<file path="config.mk">
export PLATFORM = sky130hd
export DESIGN_NAME = ps2_host_tx
export DESIGN_NICKNAME = d
export VERILOG_FILES = /design/src/rtl/ps2_host_tx.sv
export SDC_FILE = /design/constraint.sdc
export NUM_CORES = 1
export LEC_CHECK = 0
export CORE_MARGIN = 2
export CORE_UTILIZATION = 35
export CTS_BUF_LIST = sky130_fd_sc_hd__clkbuf_8
export CTS_CLUSTER_DIAMETER = 100
export DETAILED_ROUTE_END_ITERATION = 10
export GPL_ROUTABILITY_DRIVEN = 0
export SYNTH_ARGS = -nofsm -noshare
export SYNTH_HDL_FRONTEND = slang
export SYNTH_SLANG_ARGS = --single-unit
</file>
<file path="constraint.sdc">
create_clock -name clock50 -period 2.8 [get_ports clock50]
set_clock_uncertainty 0.15 [all_clocks]
set_input_delay 0.84 -clock clock50 [delete_from_list [all_inputs] [get_ports clock50]]
set_output_delay 0.84 -clock clock50 [all_outputs]
set_load 0.1 [all_outputs]
</file>
<file path="src/rtl/ps2_host_tx.sv">
// Host-to-device PS/2 transmitter: inhibit, request-to-send, shift one
// command byte out on device-generated clocks, check the device ACK.
// Both bus lines are driven open-drain through active-high pull-low enables.
module ps2_host_tx #(
   parameter int unsigned INHIBIT_CYCLES = 6000,
   parameter int unsigned TIMEOUT_CYCLES = 750000
) (
   input  logic       clock50,
   input  logic       reset,
   input  logic [7:0] tx_data,
   input  logic       tx_start,
   output logic       tx_busy,
   output logic       tx_done,
   output logic       tx_error,
   input  logic       ps2_clk_in,
   input  logic       ps2_dat_in,
   output logic       ps2_clk_oe,
   output logic       ps2_dat_oe
);

   localparam int unsigned INH_W = $clog2(INHIBIT_CYCLES) + 1;
   localparam int unsigned TO_W  = $clog2(TIMEOUT_CYCLES) + 1;

   typedef enum logic [2:0] {
      S_IDLE,
      S_INHIBIT,
      S_RTS,
      S_SEND,
      S_ACK_WAIT,
      S_WAIT_IDLE
   } state_t;

   state_t            state;
   logic              clk_meta;
   logic              clk_s;
   logic              clk_prev;
   logic              dat_meta;
   logic              dat_s;
   logic              fall;
   logic [7:0]        shreg;
   logic              parity;
   logic [3:0]        bit_cnt;
   logic [INH_W-1:0]  inh_cnt;
   logic [TO_W-1:0]   to_cnt;
   logic [TO_W-1:0]   to_next;
   logic              timeout;

   // Two-flop synchronizers for the raw pins plus a delayed clock for edge detect
   always_ff @(posedge clock50) begin
      if (reset) begin
         clk_meta <= 1'b1;
         clk_s    <= 1'b1;
         clk_prev <= 1'b1;
         dat_meta <= 1'b1;
         dat_s    <= 1'b1;
      end else begin
         clk_meta <= ps2_clk_in;
         clk_s    <= clk_meta;
         clk_prev <= clk_s;
         dat_meta <= ps2_dat_in;
         dat_s    <= dat_meta;
      end
   end

   // Falling edge of the synchronized device clock and timeout compare
   always_comb begin
      fall    = clk_prev & ~clk_s;
      to_next = to_cnt + 1'b1;
      timeout = (to_next == TO_W'(TIMEOUT_CYCLES));
   end

   // Transmit sequencer with registered bus enables and status pulses
   always_ff @(posedge clock50) begin
      if (reset) begin
         state      <= S_IDLE;
         tx_busy    <= 1'b0;
         tx_done    <= 1'b0;
         tx_error   <= 1'b0;
         ps2_clk_oe <= 1'b0;
         ps2_dat_oe <= 1'b0;
         shreg      <= '0;
         parity     <= 1'b0;
         bit_cnt    <= '0;
         inh_cnt    <= '0;
         to_cnt     <= '0;
      end else begin
         tx_done  <= 1'b0;
         tx_error <= 1'b0;
         case (state)
            S_IDLE: begin
               ps2_clk_oe <= 1'b0;
               ps2_dat_oe <= 1'b0;
               if (tx_start) begin
                  shreg      <= tx_data;
                  parity     <= ~^tx_data;
                  tx_busy    <= 1'b1;
                  ps2_clk_oe <= 1'b1;
                  inh_cnt    <= '0;
                  state      <= S_INHIBIT;
               end
            end
            S_INHIBIT: begin
               if (inh_cnt == INH_W'(INHIBIT_CYCLES - 1)) begin
                  ps2_dat_oe <= 1'b1;
                  state      <= S_RTS;
               end else begin
                  inh_cnt <= inh_cnt + 1'b1;
               end
            end
            S_RTS: begin
               // start bit stays pulled low; releasing the clock hands it to the device
               ps2_clk_oe <= 1'b0;
               bit_cnt    <= '0;
               to_cnt     <= '0;
               state      <= S_SEND;
            end
            S_SEND, S_ACK_WAIT, S_WAIT_IDLE: begin
               to_cnt <= to_next;
               if (timeout) begin
                  tx_error   <= 1'b1;
                  tx_busy    <= 1'b0;
                  ps2_clk_oe <= 1'b0;
                  ps2_dat_oe <= 1'b0;
                  state      <= S_IDLE;
               end else if (state == S_SEND) begin
                  if (fall) begin
                     bit_cnt <= bit_cnt + 1'b1;
                     if (bit_cnt < 4'd8) begin
                        ps2_dat_oe <= ~shreg[bit_cnt[2:0]];
                     end else if (bit_cnt == 4'd8) begin
                        ps2_dat_oe <= ~parity;
                     end else begin
                        ps2_dat_oe <= 1'b0;
                        state      <= S_ACK_WAIT;
                     end
                  end
               end else if (state == S_ACK_WAIT) begin
                  if (fall) begin
                     if (!dat_s) begin
                        state <= S_WAIT_IDLE;
                     end else begin
                        tx_error <= 1'b1;
                        tx_busy  <= 1'b0;
                        state    <= S_IDLE;
                     end
                  end
               end else begin
                  if (clk_s && dat_s) begin
                     tx_done <= 1'b1;
                     tx_busy <= 1'b0;
                     state   <= S_IDLE;
                  end
               end
            end
            default: begin
               ps2_clk_oe <= 1'b0;
               ps2_dat_oe <= 1'b0;
               tx_busy    <= 1'b0;
               state      <= S_IDLE;
            end
         endcase
      end
   end

endmodule

</file>
==> metrics.txt, run 1 <==
# TYPE chip_impl_metric gauge
chip_impl_metric{name="wl_met1",unit="um"} 3519
chip_impl_metric{name="synth_enable_flop_cells",unit=""} 0
chip_impl_info{name="outcome",value="finished, final reports clean"} 1
chip_impl_metric{name="cts.clk_slew.worst_paths",unit="ns"} 0.07
chip_impl_metric{name="die_x",unit="um"} 101.0
chip_impl_info{name="path_cells",value="ha_2, nand3_4, nor3_1, buf_4, mux2i_1, nand4b_1, a2111o_1, and3_1, nor4_2"} 1
chip_impl_info{name="delay_heaviest_family_cp",value="simple AND/OR/NAND/NOR gates"} 1
chip_impl_metric{name="cts.sinks",unit=""} 61
chip_impl_info{name="cts_root_buffer",value="sky130_fd_sc_hd__clkbuf_8"} 1
chip_impl_info{name="ys_top_cells_by_area",value="sky130_fd_sc_hd__dfxtp_1, sky130_fd_sc_hd__nand2_1, sky130_fd_sc_hd__o21ai_0"} 1
chip_impl_metric{name="post-route-drc-count",unit=""} 0
chip_impl_metric{name="antennaDiodeCount",unit=""} 0
chip_impl_metric{name="tightestPinTransition",unit="ns"} 0.5679
chip_impl_metric{name="synth-warning-count",unit=""} 0
chip_impl_metric{name="ioPinCount",unit=""} 18
chip_impl_metric{name="layout_min_cycle_time",unit="ns"} 2.574
chip_impl_metric{name="floorplan.die_area",unit="um^2"} 10210
chip_impl_metric{name="clock_tree.buffer_depth",unit=""} 2
chip_impl_info{name="rr_startpoint",value="to_cnt[0]"} 1
chip_impl_metric{name="cp.buffers_inverters",unit=""} 1
chip_impl_metric{name="max_stage_delay",unit="ns"} 0.40
chip_impl_info{name="netlist_top_cells_count",value="sky130_fd_sc_hd__nand2_1, sky130_fd_sc_hd__dfxtp_1, sky130_fd_sc_hd__nor2_1, sky130_fd_sc_hd__o21ai_0, sky130_fd_sc_hd__a21oi_1"} 1
chip_impl_metric{name="layout-drive-gt1-share",unit="%"} 15.65
chip_impl_info{name="min-delay-path-class",value="reg -> reg"} 1
chip_impl_metric{name="drt-vias-per-instance",unit=""} 5.254
chip_impl_metric{name="leakage",unit="nW"} 1.476
chip_impl_metric{name="clk_latency",unit="ns"} 0.34
chip_impl_metric{name="wl_met3",unit="um"} 272
chip_impl_metric{name="cp_max_fo",unit=""} 6
chip_impl_metric{name="synth_top_area_share",unit="%"} 37.07
chip_impl_metric{name="synthDistinctLibCells",unit=""} 53
chip_impl_metric{name="finalMaxSlewViolations",unit=""} 0
chip_impl_metric{name="timing.max_cap.violations",unit=""} 0
chip_impl_metric{name="pwr_density_cell",unit="nW/um^2"} 574.6
chip_impl_metric{name="met2_wirelength",unit="um"} 3389
chip_impl_info{name="hold_path.startpoint",value="dat_meta"} 1
chip_impl_info{name="cpMaxStageDelayCell",value="sky130_fd_sc_hd__a2111o_1"} 1
chip_impl_info{name="critPathKind",value="reg -> reg"} 1
chip_impl_info{name="grt_setup_unrepaired",value="false"} 1
chip_impl_metric{name="cell_count_after_synthesis",unit=""} 405
chip_impl_metric{name="synth_nets",unit=""} 422
chip_impl_metric{name="areaGrowthSynthToFinish",unit="%"} 17.62
chip_impl_metric{name="layout.cell_area.non_filler",unit="um^2"} 3875
chip_impl_metric{name="cts_inserted_buffers",unit=""} 9
chip_impl_metric{name="maximum_number_of_pins_on_one_net_before_global_route_repair",unit=""} 21
chip_impl_metric{name="congestion_overflow_gr",unit=""} 0
chip_impl_metric{name="synth_register_bits",unit=""} 61
chip_impl_metric{name="grt_antenna_before_repair",unit=""} 0
chip_impl_metric{name="drt-wirelength-per-cell",unit="um"} 13.08
chip_impl_metric{name="postRouteWirelength",unit="um"} 7218
chip_impl_metric{name="drtAntennaViolNets",unit=""} 0
chip_impl_info{name="dr.max_layer_used",value="met4"} 1
chip_impl_metric{name="per_instance_average_area_after_synthesis",unit="um^2"} 8.134
chip_impl_metric{name="hpwl",unit="um"} 5178
chip_impl_metric{name="die_height",unit="um"} 101.0
chip_impl_metric{name="starting_density_of_the_core",unit="%"} 35.82
chip_impl_metric{name="port-buffer-count",unit=""} 17
chip_impl_info{name="critical_path.endpoint_type",value="flop"} 1
chip_impl_metric{name="grt_pass1_vias",unit=""} 2726
chip_impl_metric{name="dr.first_iter.drc_count",unit=""} 140
chip_impl_metric{name="power.ir.vdd_worst",unit="mV"} 0.3428
chip_impl_metric{name="final-setup-viol-count",unit=""} 0
chip_impl_metric{name="totalPowerFinal",unit="mW"} 2.227
chip_impl_info{name="cts_tree",value="built"} 1
chip_impl_metric{name="drt_first_pass_iters",unit=""} 4
chip_impl_info{name="crit_path_start_kind",value="flop"} 1
chip_impl_metric{name="crit_share_post_route",unit="%"} 91.94
chip_impl_metric{name="cell_area_synth",unit="um^2"} 3294
chip_impl_metric{name="rows",unit=""} 35
chip_impl_metric{name="arrival",unit="ns"} 2.66
chip_impl_metric{name="grtUsageTotal",unit="%"} 15.36
chip_impl_info{name="synth_ff_type",value="sky130_fd_sc_hd__dfxtp_1"} 1
chip_impl_metric{name="grt_first_pass_wirelength",unit="um"} 12650
chip_impl_metric{name="report.final.hold_viol_count",unit=""} 0
chip_impl_metric{name="postCtsSetupRepairBufs",unit=""} 0
chip_impl_metric{name="hold_slack",unit="ns"} 0.2579
chip_impl_metric{name="max_clock_freq",unit="GHz"} 0.3885
chip_impl_metric{name="htreeDepth",unit=""} 3
chip_impl_metric{name="finalNetCount",unit=""} 453
chip_impl_metric{name="max_slew_margin",unit="%"} 62.09
chip_impl_info{name="timing.critical_path.from",value="to_cnt[0]"} 1
chip_impl_metric{name="post_synth_arst_share",unit="%"} 0
chip_impl_info{name="synth.most_common_cell",value="sky130_fd_sc_hd__nand2_1"} 1
chip_impl_metric{name="yosysSeqAreaShare",unit="%"} 37.07
chip_impl_metric{name="core_region_area",unit="um^2"} 9196
chip_impl_metric{name="cp_data_required_time",unit="ns"} 2.88
chip_impl_metric{name="finalSetupTns",unit="ns"} 0
chip_impl_info{name="cell_taking_the_most_area_after_synthesis",value="sky130_fd_sc_hd__dfxtp_1"} 1
chip_impl_metric{name="placement.cell_area",unit="um^2"} 3680
chip_impl_metric{name="total_via_count_in_the_routed_design",unit=""} 2900
==> metal layers <==
metal | GRT usage, % | vias up
li1 | - | 1485
met1 | 20.26 | 1369
met2 | 24.87 | 39
met3 | 4.716 | 7
met4 | 3.222 | 0
met5 | 0 | -
==> what timing repair did <==
| action | in CTS | in global routing |
|---|---|---|
| hold buffers | 0 | 0 |
| resized for setup | 0 | 1 |
| setup endpoints to repair | 0 | 10 |
==> cells by family after synthesis <==
kind of cell               share of synthesized area, %
xor gates and xnor gates                          8.507
and+or+nand+nor                                   31.03
buffers and inverters                             3.684
DFF                                               37.07
adders and majority gates                         1.519
AOI/OAI and AO/OA                                 15.57
muxes                                             2.620
==> cell usage in the layout, fill, tap and decap left out, types with 2 or more instances in the layout <==
| cell type | n |
|---|---|
| sky130_fd_sc_hd__nand2_1 | 63 |
| sky130_fd_sc_hd__dfxtp_1 | 61 |
| sky130_fd_sc_hd__nor2_1 | 36 |
| sky130_fd_sc_hd__o21ai_0 | 35 |
| sky130_fd_sc_hd__a21oi_1 | 31 |
| sky130_fd_sc_hd__buf_4 | 31 |
| sky130_fd_sc_hd__nand3_1 | 22 |
| sky130_fd_sc_hd__xor2_1 | 16 |
| sky130_fd_sc_hd__xnor2_1 | 16 |
| sky130_fd_sc_hd__clkdlybuf4s50_1 | 12 |
| sky130_fd_sc_hd__clkbuf_8 | 10 |
| sky130_fd_sc_hd__nand2b_1 | 9 |
| sky130_fd_sc_hd__nand4_1 | 9 |
| sky130_fd_sc_hd__nor2b_1 | 7 |
| sky130_fd_sc_hd__a31oi_1 | 7 |
| sky130_fd_sc_hd__inv_1 | 6 |
| sky130_fd_sc_hd__and3_1 | 6 |
| sky130_fd_sc_hd__or2_2 | 6 |
| sky130_fd_sc_hd__nor3_1 | 5 |
| sky130_fd_sc_hd__mux2i_1 | 3 |
| sky130_fd_sc_hd__ha_1 | 3 |
| sky130_fd_sc_hd__nor3b_1 | 2 |
| sky130_fd_sc_hd__or3_1 | 2 |
| sky130_fd_sc_hd__nand3_4 | 2 |
| sky130_fd_sc_hd__nand4_4 | 2 |
| sky130_fd_sc_hd__nor4_4 | 2 |
| sky130_fd_sc_hd__nor4_2 | 2 |
| sky130_fd_sc_hd__nand4b_1 | 2 |
| sky130_fd_sc_hd__and4_1 | 2 |
| sky130_fd_sc_hd__a41o_1 | 2 |
| sky130_fd_sc_hd__mux4_2 | 2 |
| sky130_fd_sc_hd__o211ai_1 | 2 |
| sky130_fd_sc_hd__o41ai_1 | 2 |
| sky130_fd_sc_hd__clkinv_2 | 2 |
==> final timing paths <==
| kind | to | slack [ns] | cells past startpoint |
|---|---|---|---|
| setup / recovery | ps2_dat_oe | 0.23 | 9 |
| hold / removal | dat_s | 0.26 | 1 |
| setup reg to reg | ps2_dat_oe | 0.23 | 9 |
| hold reg to reg | dat_s | 0.26 | 1 |
==> final cells by class <==
cell class,count,area [um^2]
clock buffer,10,137.6
sequential,61,1221
timing repair buffer,43,352.8
multi-input combinational,317,1954
tap,111,138.9
inverter,4,15.01
fill,917,5321
clock inverter,6,55.05
==> power by group <==
part / total [mW] / internal, mW / switching, mW
Sequential: 0.963 / 0.915 / 0.0473
Clock: 0.770 / 0.426 / 0.345
Combinational: 0.494 / 0.173 / 0.321
==> registers in the layout, indices dropped and copies added, names as in the netlist <==
register / flops
tx_done: 1
clk_prev: 1
clk_meta: 1
inh_cnt: 14
clk_s: 1
tx_error: 1
bit_cnt: 4
tx_busy: 1
state: 3
ps2_dat_oe: 1
ps2_clk_oe: 1
to_cnt: 21
dat_meta: 1
shreg: 8
dat_s: 1
parity: 1
==> through the flow <==
stage,worst slack [ns],std cells,util [%]
final,0.2258,552,42.14
after global routing,0.05029,552,42.14
after CTS,0.1064,552,42.11
after detailed placement,0.07077,536,40.01
after global placement,0.08647,536,40.01
after floorplan,0.1587,405,-
Note: power is estimated with default switching activity, not from simulation.
==> inputs of run 2 (changes only) <==
--- a/config.mk
+++ b/config.mk
@@ -5,7 +5,7 @@
 export SDC_FILE = /design/constraint.sdc
 export NUM_CORES = 1
 export LEC_CHECK = 0
-export CORE_MARGIN = 2
+export CORE_MARGIN = 4
 export CORE_UTILIZATION = 35
 export CTS_BUF_LIST = sky130_fd_sc_hd__clkbuf_8
 export CTS_CLUSTER_DIAMETER = 100
==> run 2 against run 1 <==
Against the previous run: via count fell by 0.21%; worst setup slack got worse by 0.056 ns; count of clock-buffer cells in the layout fell by 1; hold slack improved by 0.0063 ns; fmax fell by 2.1%; critical path type unchanged; critical endpoint is now bit_cnt[3]; highest routed layer unchanged.
==> metrics.txt, run 2 (synthesis results as in run 1) <==
# TYPE chip_impl_metric gauge
chip_impl_metric{name="dr.first_iter.drc_count",unit=""} 138
chip_impl_metric{name="die_height",unit="um"} 105.0
chip_impl_info{name="timing.critical_path.from",value="to_cnt[0]"} 1
chip_impl_metric{name="finalMaxSlewViolations",unit=""} 0
chip_impl_metric{name="htreeDepth",unit=""} 3
chip_impl_metric{name="finalNonFillerCells",unit=""} 553
chip_impl_metric{name="r2r_slack",unit="ns"} 0.17
chip_impl_metric{name="drt_first_pass_iters",unit=""} 4
chip_impl_info{name="cts_root_buffer",value="sky130_fd_sc_hd__clkbuf_8"} 1
chip_impl_metric{name="cellInternalPower",unit="mW"} 1.683
chip_impl_info{name="cts_tree",value="built"} 1
chip_impl_metric{name="clkPwrFrac",unit="%"} 40.1
chip_impl_info{name="most-common-layout-cells",value="sky130_fd_sc_hd__nand2_1, sky130_fd_sc_hd__dfxtp_1, sky130_fd_sc_hd__nor2_1"} 1
chip_impl_metric{name="hpwl",unit="um"} 5235
chip_impl_metric{name="totalPowerFinal",unit="mW"} 2.428
chip_impl_metric{name="cp_max_fo",unit=""} 7
chip_impl_info{name="hold_path.startpoint",value="dat_meta"} 1
chip_impl_metric{name="maximum_number_of_pins_on_one_net_before_global_route_repair",unit=""} 21
chip_impl_metric{name="ioPinCount",unit=""} 18
chip_impl_metric{name="leakage",unit="nW"} 1.493
chip_impl_metric{name="tightestPinTransition",unit="ns"} 0.5307
chip_impl_metric{name="grt_antenna_before_repair",unit=""} 0
chip_impl_metric{name="drtAntennaViolNets",unit=""} 0
chip_impl_metric{name="hold_slack",unit="ns"} 0.2642
chip_impl_metric{name="total_via_count_in_the_routed_design",unit=""} 2894
chip_impl_metric{name="place.detailed.instances",unit=""} 537
chip_impl_metric{name="cts.sinks",unit=""} 61
chip_impl_metric{name="cts.clk_slew.worst_paths",unit="ns"} 0.08
chip_impl_metric{name="report.final.hold_viol_count",unit=""} 0
chip_impl_metric{name="layout_min_cycle_time",unit="ns"} 2.631
chip_impl_metric{name="port-buffer-count",unit=""} 17
chip_impl_info{name="reg_top3",value="to_cnt: 21 flops, inh_cnt: 14 flops, shreg: 8 flops"} 1
chip_impl_metric{name="share_of_power_burned_in_combinational_logic",unit="%"} 20.3
chip_impl_info{name="critical_path.endpoint_type",value="flop"} 1
chip_impl_info{name="final_common_cell",value="sky130_fd_sc_hd__nand2_1"} 1
chip_impl_metric{name="final-setup-viol-count",unit=""} 0
chip_impl_metric{name="rows",unit=""} 35
chip_impl_metric{name="cts_inserted_buffers",unit=""} 9
chip_impl_info{name="min-delay-path-class",value="reg -> reg"} 1
chip_impl_info{name="outcome",value="finished, final reports clean"} 1
chip_impl_metric{name="floorplan.die_area",unit="um^2"} 11030
chip_impl_metric{name="timing.max_cap.violations",unit=""} 0
chip_impl_info{name="worst_hold_path.endpoint",value="dat_s"} 1
chip_impl_metric{name="max_slew_margin",unit="%"} 64.57
chip_impl_metric{name="postCtsSetupRepairBufs",unit=""} 0
chip_impl_info{name="grt_setup_unrepaired",value="false"} 1
chip_impl_info{name="critPathKind",value="reg -> reg"} 1
chip_impl_info{name="top_register",value="to_cnt"} 1
chip_impl_info{name="rr_startpoint",value="to_cnt[0]"} 1
chip_impl_metric{name="core_region_area",unit="um^2"} 9196
chip_impl_metric{name="clock_tree.buffer_depth",unit=""} 2
chip_impl_metric{name="die_x",unit="um"} 105.0
chip_impl_metric{name="congestion_overflow_gr",unit=""} 0
chip_impl_metric{name="grt_pass1_vias",unit=""} 2799
chip_impl_metric{name="rr_worst_depth",unit=""} 9
chip_impl_metric{name="flip_flop_count_of_the_largest_register_after_layout",unit=""} 21
chip_impl_info{name="crit_path_start_kind",value="flop"} 1
chip_impl_metric{name="worstHoldPathCells",unit=""} 1
chip_impl_metric{name="layout-drive-gt1-share",unit="%"} 16.52
chip_impl_metric{name="finalNetCount",unit=""} 454
chip_impl_metric{name="fill_cells",unit=""} 942
chip_impl_metric{name="drt-vias-per-instance",unit=""} 5.233
chip_impl_metric{name="power.ir.vdd_worst",unit="mV"} 0.4042
chip_impl_metric{name="antennaDiodeCount",unit=""} 0
chip_impl_metric{name="switching_share_of_power",unit="%"} 30.68
chip_impl_info{name="crit-reg2reg-capture",value="bit_cnt[3]"} 1
chip_impl_metric{name="pwr_density_cell",unit="nW/um^2"} 616.7
chip_impl_metric{name="seq_power_share",unit="%"} 39.6
chip_impl_metric{name="cp_data_required_time",unit="ns"} 2.92
chip_impl_metric{name="areaGrowthSynthToFinish",unit="%"} 19.52
chip_impl_metric{name="grt_first_pass_wirelength",unit="um"} 12830
chip_impl_metric{name="crit_share_post_route",unit="%"} 93.95
chip_impl_metric{name="postRouteWirelength",unit="um"} 7168
chip_impl_metric{name="grtUsageTotal",unit="%"} 13.98
chip_impl_metric{name="max_clock_freq",unit="GHz"} 0.3801
chip_impl_metric{name="starting_density_of_the_core",unit="%"} 35.82
chip_impl_metric{name="clk_latency",unit="ns"} 0.35
chip_impl_metric{name="post-route-drc-count",unit=""} 0
chip_impl_metric{name="finalSetupTns",unit="ns"} 0
chip_impl_metric{name="arrival",unit="ns"} 2.75
chip_impl_metric{name="drt-wirelength-per-cell",unit="um"} 12.96
chip_impl_metric{name="power_switching",unit="uW"} 744.9
==> run 2: power by group through the flow <==
stage,sequential (mW),combinational (mW),clock (mW)
2_1_floorplan,1.05,0.272,0
3_3_place_gp,0.979,0.489,0
3_5_place_dp,0.981,0.496,0
4_1_cts,0.961,0.498,1.00
5_1_grt,0.970,0.548,1.04
6_report,0.961,0.493,0.973
==> run 2: how the worst max path moves through the flow <==
stage,to,depth (start not counted)
finish,bit_cnt[3],9
global route,bit_cnt[3],10
CTS,bit_cnt[3],9
detailed placement,inh_cnt[13],9
global placement,inh_cnt[13],9
floorplan,ps2_dat_oe,9
==> run 2: critical path: stages, from the launching register on <==
cell	delay, ns
sky130_fd_sc_hd__dfxtp_1	0.34
sky130_fd_sc_hd__ha_2	0.25
sky130_fd_sc_hd__nand3_4	0.14
sky130_fd_sc_hd__nor4_4	0.33
sky130_fd_sc_hd__and3_2	0.25
sky130_fd_sc_hd__nand3_1	0.08
sky130_fd_sc_hd__a2111o_1	0.49
sky130_fd_sc_hd__buf_4	0.21
sky130_fd_sc_hd__nand3_1	0.10
sky130_fd_sc_hd__mux2i_1	0.22
==> run 2: area by class of cell <==
type                       count  area [um^2]  area share (%)
tap                          111        138.9           3.527
inverter                       4        15.01          0.3813
multi-input combinational    317         1954           49.63
sequential                    61         1222           31.05
clock inverter                 7        122.6           3.114
timing repair buffer          44        360.3           9.152
clock buffer                   9        123.9           3.146
==> run 2: per-layer routing <==
layer / wire, um / vias up / GRT usage, %
li1: - / 1480 / -
met1: 3397 / 1354 / 18.55
met2: 3380 / 47 / 21.95
met3: 262 / 13 / 4.200
met4: 127 / 0 / 4.030
met5: 0 / - / 0
==> run 2: what timing repair did <==
action                                 in CTS  in global routing
setup endpoints to repair                   0                 11
hold buffers                                0                  0
resized for setup                           0                  2
endpoints found under the hold margin       0                  0
==> run 2: metrics by stage <==
step / utilization, % / cell area, um^2 / worst slack [ns]
after floorplan: - / 3294 / 0.1587
after global placement: 40.10 / 3687 / 0.09188
after detailed placement: 40.10 / 3687 / 0.06518
after CTS: 42.78 / 3934 / 0.05151
after global routing: 42.82 / 3938 / 0.001619
final: 42.82 / 3938 / 0.1693
